`config.mk`:
```
export PLATFORM = sky130hd
export DESIGN_NAME = sevenseg_scan_decoder
export DESIGN_NICKNAME = d
export VERILOG_FILES = /design/src/rtl/sevenseg_scan_decoder.sv
export SDC_FILE = /design/constraint.sdc
export NUM_CORES = 1
export LEC_CHECK = 0
export ABC_AREA = 1
export CAP_MARGIN = 20
export CORE_ASPECT_RATIO = 0.7
export CORE_MARGIN = 4
export CORE_UTILIZATION = 35
export DETAILED_ROUTE_END_ITERATION = 10
export PLACE_DENSITY_LB_ADDON = 0.12
export SYNTH_ARGS = -nofsm -noshare
export SYNTH_HDL_FRONTEND = slang
export SYNTH_SLANG_ARGS = --single-unit
export TNS_END_PERCENT = 30
```
`constraint.sdc`:
```
create_clock -name Clk -period 4.55 [get_ports Clk]
set_input_delay 0.6825 -clock Clk [delete_from_list [all_inputs] [get_ports Clk]]
set_output_delay 0.6825 -clock Clk [all_outputs]
set_load 0.05 [all_outputs]
```
`src/rtl/sevenseg_scan_decoder.sv`:
```
// sevenseg_scan_decoder
//   Reads back a multiplexed seven-segment display. The scanned cathode bus
//   and anode enables are registered, and each digit dwell is debounced with a
//   stability counter. The digit is then decoded into a per-digit shadow slot.
//   Once all eight digits have been captured, the shadow is published as one
//   32-bit word together with its blank and error masks.
//
// Ports
//   Clk          system clock, rising edge
//   Rst          asynchronous reset, active high
//   seg_in[6:0]  cathodes, active low (bit6=a .. bit0=g)
//   en_in[7:0]   anode enables, active low, bit k selects digit k
//   value[31:0]  last complete frame, digit k in value[4k+3:4k]
//   blank_mask   bit k: digit k was all-off in the last frame
//   err_mask     bit k: digit k held an undecodable pattern in the last frame
//   frame_valid  one-cycle pulse when value/blank_mask/err_mask update
//   digits_seen  digits captured so far in the current, incomplete frame

// One shadow slot per digit. The o_* outputs show the value the slot will
// hold after this edge, so a frame can be published in the same cycle as its
// final capture.
module sevenseg_digit_slot (
  input  logic       Clk,
  input  logic       Rst,
  input  logic       i_wr,
  input  logic [3:0] i_nib,
  input  logic       i_blank,
  input  logic       i_err,
  output logic [3:0] o_nib,
  output logic       o_blank,
  output logic       o_err
);
  logic [3:0] r_nib;
  logic       r_blank;
  logic       r_err;

  // A recapture overwrites the slot, so the latest value wins.
  always_ff @(posedge Clk or posedge Rst) begin
    if (Rst) begin
      r_nib   <= 4'h0;
      r_blank <= 1'b0;
      r_err   <= 1'b0;
    end else if (i_wr) begin
      r_nib   <= i_nib;
      r_blank <= i_blank;
      r_err   <= i_err;
    end
  end

  assign o_nib   = i_wr ? i_nib   : r_nib;
  assign o_blank = i_wr ? i_blank : r_blank;
  assign o_err   = i_wr ? i_err   : r_err;
endmodule

module sevenseg_scan_decoder #(
  parameter int unsigned STABLE_CYCLES = 4
) (
  input  logic        Clk,
  input  logic        Rst,
  input  logic [6:0]  seg_in,
  input  logic [7:0]  en_in,
  output logic [31:0] value,
  output logic [7:0]  blank_mask,
  output logic [7:0]  err_mask,
  output logic        frame_valid,
  output logic [7:0]  digits_seen
);
  localparam logic [7:0] LP_STABLE = 8'(STABLE_CYCLES);

  typedef enum logic [1:0] {S_WAIT, S_SETTLE, S_HELD} state_t;

  // Decoded cathode pattern packed as {err, blank, nibble}.
  function automatic logic [5:0] f_decode(input logic [6:0] s);
    case (s)
      7'h01:   f_decode = {2'b00, 4'h0};
      7'h4F:   f_decode = {2'b00, 4'h1};
      7'h12:   f_decode = {2'b00, 4'h2};
      7'h06:   f_decode = {2'b00, 4'h3};
      7'h4C:   f_decode = {2'b00, 4'h4};
      7'h24:   f_decode = {2'b00, 4'h5};
      7'h20:   f_decode = {2'b00, 4'h6};
      7'h0F:   f_decode = {2'b00, 4'h7};
      7'h00:   f_decode = {2'b00, 4'h8};
      7'h04:   f_decode = {2'b00, 4'h9};
      7'h08:   f_decode = {2'b00, 4'hA};
      7'h60:   f_decode = {2'b00, 4'hB};
      7'h31:   f_decode = {2'b00, 4'hC};
      7'h42:   f_decode = {2'b00, 4'hD};
      7'h30:   f_decode = {2'b00, 4'hE};
      7'h38:   f_decode = {2'b00, 4'hF};
      7'h7F:   f_decode = {2'b01, 4'h0};
      default: f_decode = {2'b10, 4'h0};
    endcase
  endfunction

  // Input stage. The *_p copies are the previous cycle's samples and are
  // used for change detection.
  logic [6:0] r_seg_q, r_seg_p;
  logic [7:0] r_en_q,  r_en_p;

  always_ff @(posedge Clk or posedge Rst) begin
    if (Rst) begin
      r_seg_q <= 7'h7F;
      r_en_q  <= 8'hFF;
      r_seg_p <= 7'h7F;
      r_en_p  <= 8'hFF;
    end else begin
      r_seg_q <= seg_in;
      r_en_q  <= en_in;
      r_seg_p <= r_seg_q;
      r_en_p  <= r_en_q;
    end
  end

  logic       w_en_valid;
  logic       w_changed;
  logic [2:0] w_idx;
  logic [7:0] w_idx_oh;
  logic [5:0] w_dec;

  // The digit index is meaningful only when exactly one anode is low.
  always_comb begin
    w_en_valid = ($countones(~r_en_q) == 1);
    w_changed  = (r_seg_q != r_seg_p) || (r_en_q != r_en_p);
    w_idx      = 3'd0;
    for (int k = 0; k < 8; k++) begin
      if (!r_en_q[k]) w_idx = 3'(k);
    end
    w_idx_oh = 8'h01 << w_idx;
    w_dec    = f_decode(r_seg_q);
  end

  // Dwell FSM. The counter holds the number of identical valid samples seen
  // so far. It saturates at 255 so that a long settle never wraps back below
  // the threshold.
  state_t     r_state, w_state_nxt;
  logic [7:0] r_cnt,   w_cnt_nxt;
  logic [7:0] w_cnt_inc;
  logic       w_capture;

  always_ff @(posedge Clk or posedge Rst) begin
    if (Rst) begin
      r_state <= S_WAIT;
      r_cnt   <= 8'd0;
    end else begin
      r_state <= w_state_nxt;
      r_cnt   <= w_cnt_nxt;
    end
  end

  always_comb begin
    w_state_nxt = r_state;
    w_cnt_nxt   = r_cnt;
    w_capture   = 1'b0;
    w_cnt_inc   = (r_cnt == 8'hFF) ? r_cnt : r_cnt + 8'd1;
    case (r_state)
      S_WAIT: begin
        w_cnt_nxt = 8'd0;
        if (w_en_valid) begin
          w_cnt_nxt = 8'd1;
          // A one-sample threshold captures on the first valid cycle.
          if (LP_STABLE <= 8'd1) begin
            w_capture   = 1'b1;
            w_state_nxt = S_HELD;
          end else begin
            w_state_nxt = S_SETTLE;
          end
        end
      end
      S_SETTLE: begin
        if (!w_en_valid || w_changed) begin
          w_cnt_nxt   = 8'd0;
          w_state_nxt = S_WAIT;
        end else begin
          w_cnt_nxt = w_cnt_inc;
          if (w_cnt_inc >= LP_STABLE) begin
            w_capture   = 1'b1;
            w_state_nxt = S_HELD;
          end
        end
      end
      S_HELD: begin
        // The digit has been captured once. Wait for the scan to move on.
        if (w_changed) begin
          w_cnt_nxt   = 8'd0;
          w_state_nxt = S_WAIT;
        end
      end
      default: begin
        w_cnt_nxt   = 8'd0;
        w_state_nxt = S_WAIT;
      end
    endcase
  end

  // Per-digit shadow slots.
  logic [7:0][3:0] w_shadow_nib;
  logic [7:0]      w_shadow_blank;
  logic [7:0]      w_shadow_err;

  for (genvar k = 0; k < 8; k++) begin : g_slot
    sevenseg_digit_slot u_slot (
      .Clk     (Clk),
      .Rst     (Rst),
      .i_wr    (w_capture && (w_idx == 3'(k))),
      .i_nib   (w_dec[3:0]),
      .i_blank (w_dec[4]),
      .i_err   (w_dec[5]),
      .o_nib   (w_shadow_nib[k]),
      .o_blank (w_shadow_blank[k]),
      .o_err   (w_shadow_err[k])
    );
  end

  // Frame tracking and publish.
  logic [31:0] r_value;
  logic [7:0]  r_blank_mask;
  logic [7:0]  r_err_mask;
  logic        r_frame_valid;
  logic [7:0]  r_digits_seen;
  logic [7:0]  w_seen_nxt;

  assign w_seen_nxt = r_digits_seen | w_idx_oh;

  always_ff @(posedge Clk or posedge Rst) begin
    if (Rst) begin
      r_value       <= 32'h0;
      r_blank_mask  <= 8'h00;
      r_err_mask    <= 8'h00;
      r_frame_valid <= 1'b0;
      r_digits_seen <= 8'h00;
    end else begin
      r_frame_valid <= 1'b0;
      if (w_capture) begin
        if (w_seen_nxt == 8'hFF) begin
          r_value       <= w_shadow_nib;
          r_blank_mask  <= w_shadow_blank;
          r_err_mask    <= w_shadow_err;
          r_frame_valid <= 1'b1;
          r_digits_seen <= 8'h00;
        end else begin
          r_digits_seen <= w_seen_nxt;
        end
      end
    end
  end

  assign value       = r_value;
  assign blank_mask  = r_blank_mask;
  assign err_mask    = r_err_mask;
  assign frame_valid = r_frame_valid;
  assign digits_seen = r_digits_seen;
endmodule

```
==> flow_metrics.tcl <==
set metrics [dict create \
    diodes 0 \
    syn_area_um2 6490 \
    drt_wl_total_um 16100 \
    holdWs_ns 0.392 \
    synthToLayoutAreaGrowth_pct 26.0 \
    track_usage_pct 16.4 \
    dr.max_layer_used "met4" \
    h-tree-depth 4 \
    hold_viol 0 \
    synth_edf_count 0 \
    p_per_area_nw_per_um2 374 \
    synth-seq-cells 145 \
    crit_arrival_ns 4.61 \
    r2r-start "r_en_q[3]" \
    r2r_end "value[28]" \
    tns_ns 0 \
    cts_buffer_depth 2 \
    synth_cells 790 \
    cts_tree "built" \
    grt_pass1_vias 4891 \
    avgSynthCellArea_um2 8.22 \
    die_area_um2 20800 \
    worstPathMaxFanout 45 \
    die_y_um 122 \
    clkLatencyLatePin_ns 0.43 \
    dr_total_vias 5093 \
    finalCritPeriodShare_pct 94.2 \
    drt_iter0_drc 447 \
    drive_gt1_share_pct 9.99 \
    synth_ff_type "dfrtp_1" \
    crit_path_start_kind "flip-flop" \
    setup_viol 0 \
    grt_pass1_wl_um 26500 \
    vias_per_cell 4.56 \
    antenna_left 0 \
    rr_worst_depth 19 \
    required_ns 4.87 \
    critPathKind "reg -> reg" \
    whs_endpoint "r_en_p[1]" \
    slew_headroom_pct 39.9 \
    cts.sinks 145 \
    cap_violations 0 \
    yosysUniqueCellTypes 32 \
    core-area_um2 18100 \
    hold_path_class "reg -> reg" \
    gp_congestion 0.845 \
    grt_max_degree 92 \
    yosys.area.top_type "dfrtp_1" \
    met3_length_um 760 \
    final_nets 893 \
    die_w_um 171 \
    wl_per_cell_um 14.4 \
    synthTopCellsByCount "nand2_1 (362), dfrtp_1 (115), inv_1 (69), nor2_1 (60), nand4_1 (51)" \
    wl_met2_um 6240 \
    async_flop_share_pct 100 \
    synth.area.top_cells "dfrtp_1 (44%), nand2_1 (21%), dfstp_2 (12%)" \
    leakage_nw 4.32 \
    ios 74 \
    antenna_found_initial 0 \
    min-delay-start "r_en_q[1]" \
    yosysWarnings 0 \
    fmax_mhz 233 \
    numCtsBuffers 17 \
    ys_seq_area_share_pct 56.5 \
    r2r_slack_ns 0.26 \
    worst-slew-pin-transition_ns 0.900 \
    endpoint_kind "flip-flop" \
    synth_most_common_cell "nand2_1" \
    dp_hpwl_um 10900 \
    path_clk_slew_ns 0.06 \
    start_util_pct 35.9 \
    gr-total-overflow 0 \
    drc 0 \
    cts_setup_buffers 0 \
    holdPathStages 0 \
    finalMaxSlewViolations 0 \
    fp-row-count 41 \
    min_period_ns 4.29 \
    drt-pass1-iter-count 5 \
    synth_top_area_share_pct 44.3 \
    synthesis.nets 815 \
    rsz0062_at_grt "yes" \
    wl_met1_um 8840 \
    cts-root-buf "clkbuf_16" \
    status "finished, final reports clean" \
    ir_drop_v 0.000199 \
    fin_skew_ns 0.00877 \
    io_buffers 73 \
]
## critical path, stage by stage (launching register included)
cell and delay [ns]:
dfstp_2 0.58, fa_1 0.42, inv_1 0.08, fa_1 0.43
fa_1 0.49, ha_1 0.16, inv_1 0.05, fa_1 0.48
nand2_1 0.05, nor2_1 0.10, nand2_1 0.07, nor2_1 0.12
nand2_1 0.10, nor2_4 0.17, buf_12 0.23, nand3_1 0.30
nand2_1 0.13, nand2_1 0.08, nand2_1 0.08, nand2_1 0.05
## sequential cells by signal, summed over array words and instances, names as in the netlist, 7 cells and up
| name | count |
|---|---|
| r_seg_q | 7 |
| err_mask | 8 |
| r_seg_p | 7 |
| r_en_p | 8 |
| r_cnt | 8 |
| g_slot.u_slot.r_nib | 32 |
| blank_mask | 8 |
| r_en_q | 8 |
| g_slot.u_slot.r_err | 8 |
| digits_seen | 8 |
| value | 32 |
| g_slot.u_slot.r_blank | 8 |
## per-stage QoR
step	area, µm²	utilization, %	total power, mW	std cells	setup slack (ns)
detailed placement	7510	41.4	1.52	1085	0.216
finish	8180	45.2	3.06	1117	0.262
floorplan	6490	-	1.46	790	0.0225
CTS	8160	45.0	3.09	1117	0.210
global route	8180	45.2	3.17	1117	-0.0183
global placement	7510	41.4	1.52	1085	0.262
## final cells by class
cell class	count	area, µm²
fillers	1790	9930
flip-flops and latches	145	3670
multi-input cells	544	2440
repair buffers	82	836
clock buffers	20	447
inverters	78	298
well taps	236	295
clock inverters	12	205
## worst max path at each step
| stage | startpoint | to | cells after the start |
|---|---|---|---|
| CTS | r_en_q[3] | value[20] | 19 |
| global placement | r_en_q[3] | blank_mask[4] | 19 |
| detailed placement | r_en_q[3] | value[20] | 19 |
| global route | r_en_q[3] | value[0] | 19 |
| finish | r_en_q[3] | value[28] | 19 |
| floorplan | Rst | blank_mask[0] | 1 |
## layer usage
metal	GRT usage [%]	vias to the layer above
met4	5.24	0
li1	-	2632
met5	0	-
met1	26.0	2333
met2	21.4	109
met3	4.25	19
## cell usage in the layout, fill, tap and decap left out, types with 6 or more instances in the layout
master	n
nand3_1	25
inv_1	68
nand2_1	362
o21ai_0	7
nor2_1	60
nand4_1	51
inv_2	8
dfstp_2	30
buf_4	6
clkbuf_16	17
clkdlybuf4s50_1	73
dfrtp_1	115
## power breakdown
| group | switching (mW) | total [mW] | leakage (nW) | internal [mW] |
|---|---|---|---|---|
| combinational | 0.0996 | 0.153 | 2.08 | 0.0533 |
| clock | 0.567 | 1.56 | 0.311 | 0.991 |
| sequential | 0.0245 | 1.35 | 1.92 | 1.32 |
| total | 0.691 | 3.06 | 4.32 | 2.37 |
## kinds of logic (layout without fill, tap and decap cells)
family	count (synthesis)	count (layout)	synth area share, %
xor gates and xnor gates	6	6	0.809
and+or+nand+nor	513	513	32.7
adders and majority gates	8	8	2.00
buffers and inverters	101	192	6.51
DFF	145	145	56.5
AOI/OAI and AO/OA	17	17	1.50
## what timing repair did
item                                   in CTS  in global routing
hold buffers                                0                  0
endpoints found under the hold margin       0                  0
resized for setup                           0                  5
setup endpoints to repair                   0                 33
(Power assumes the default switching activity.)
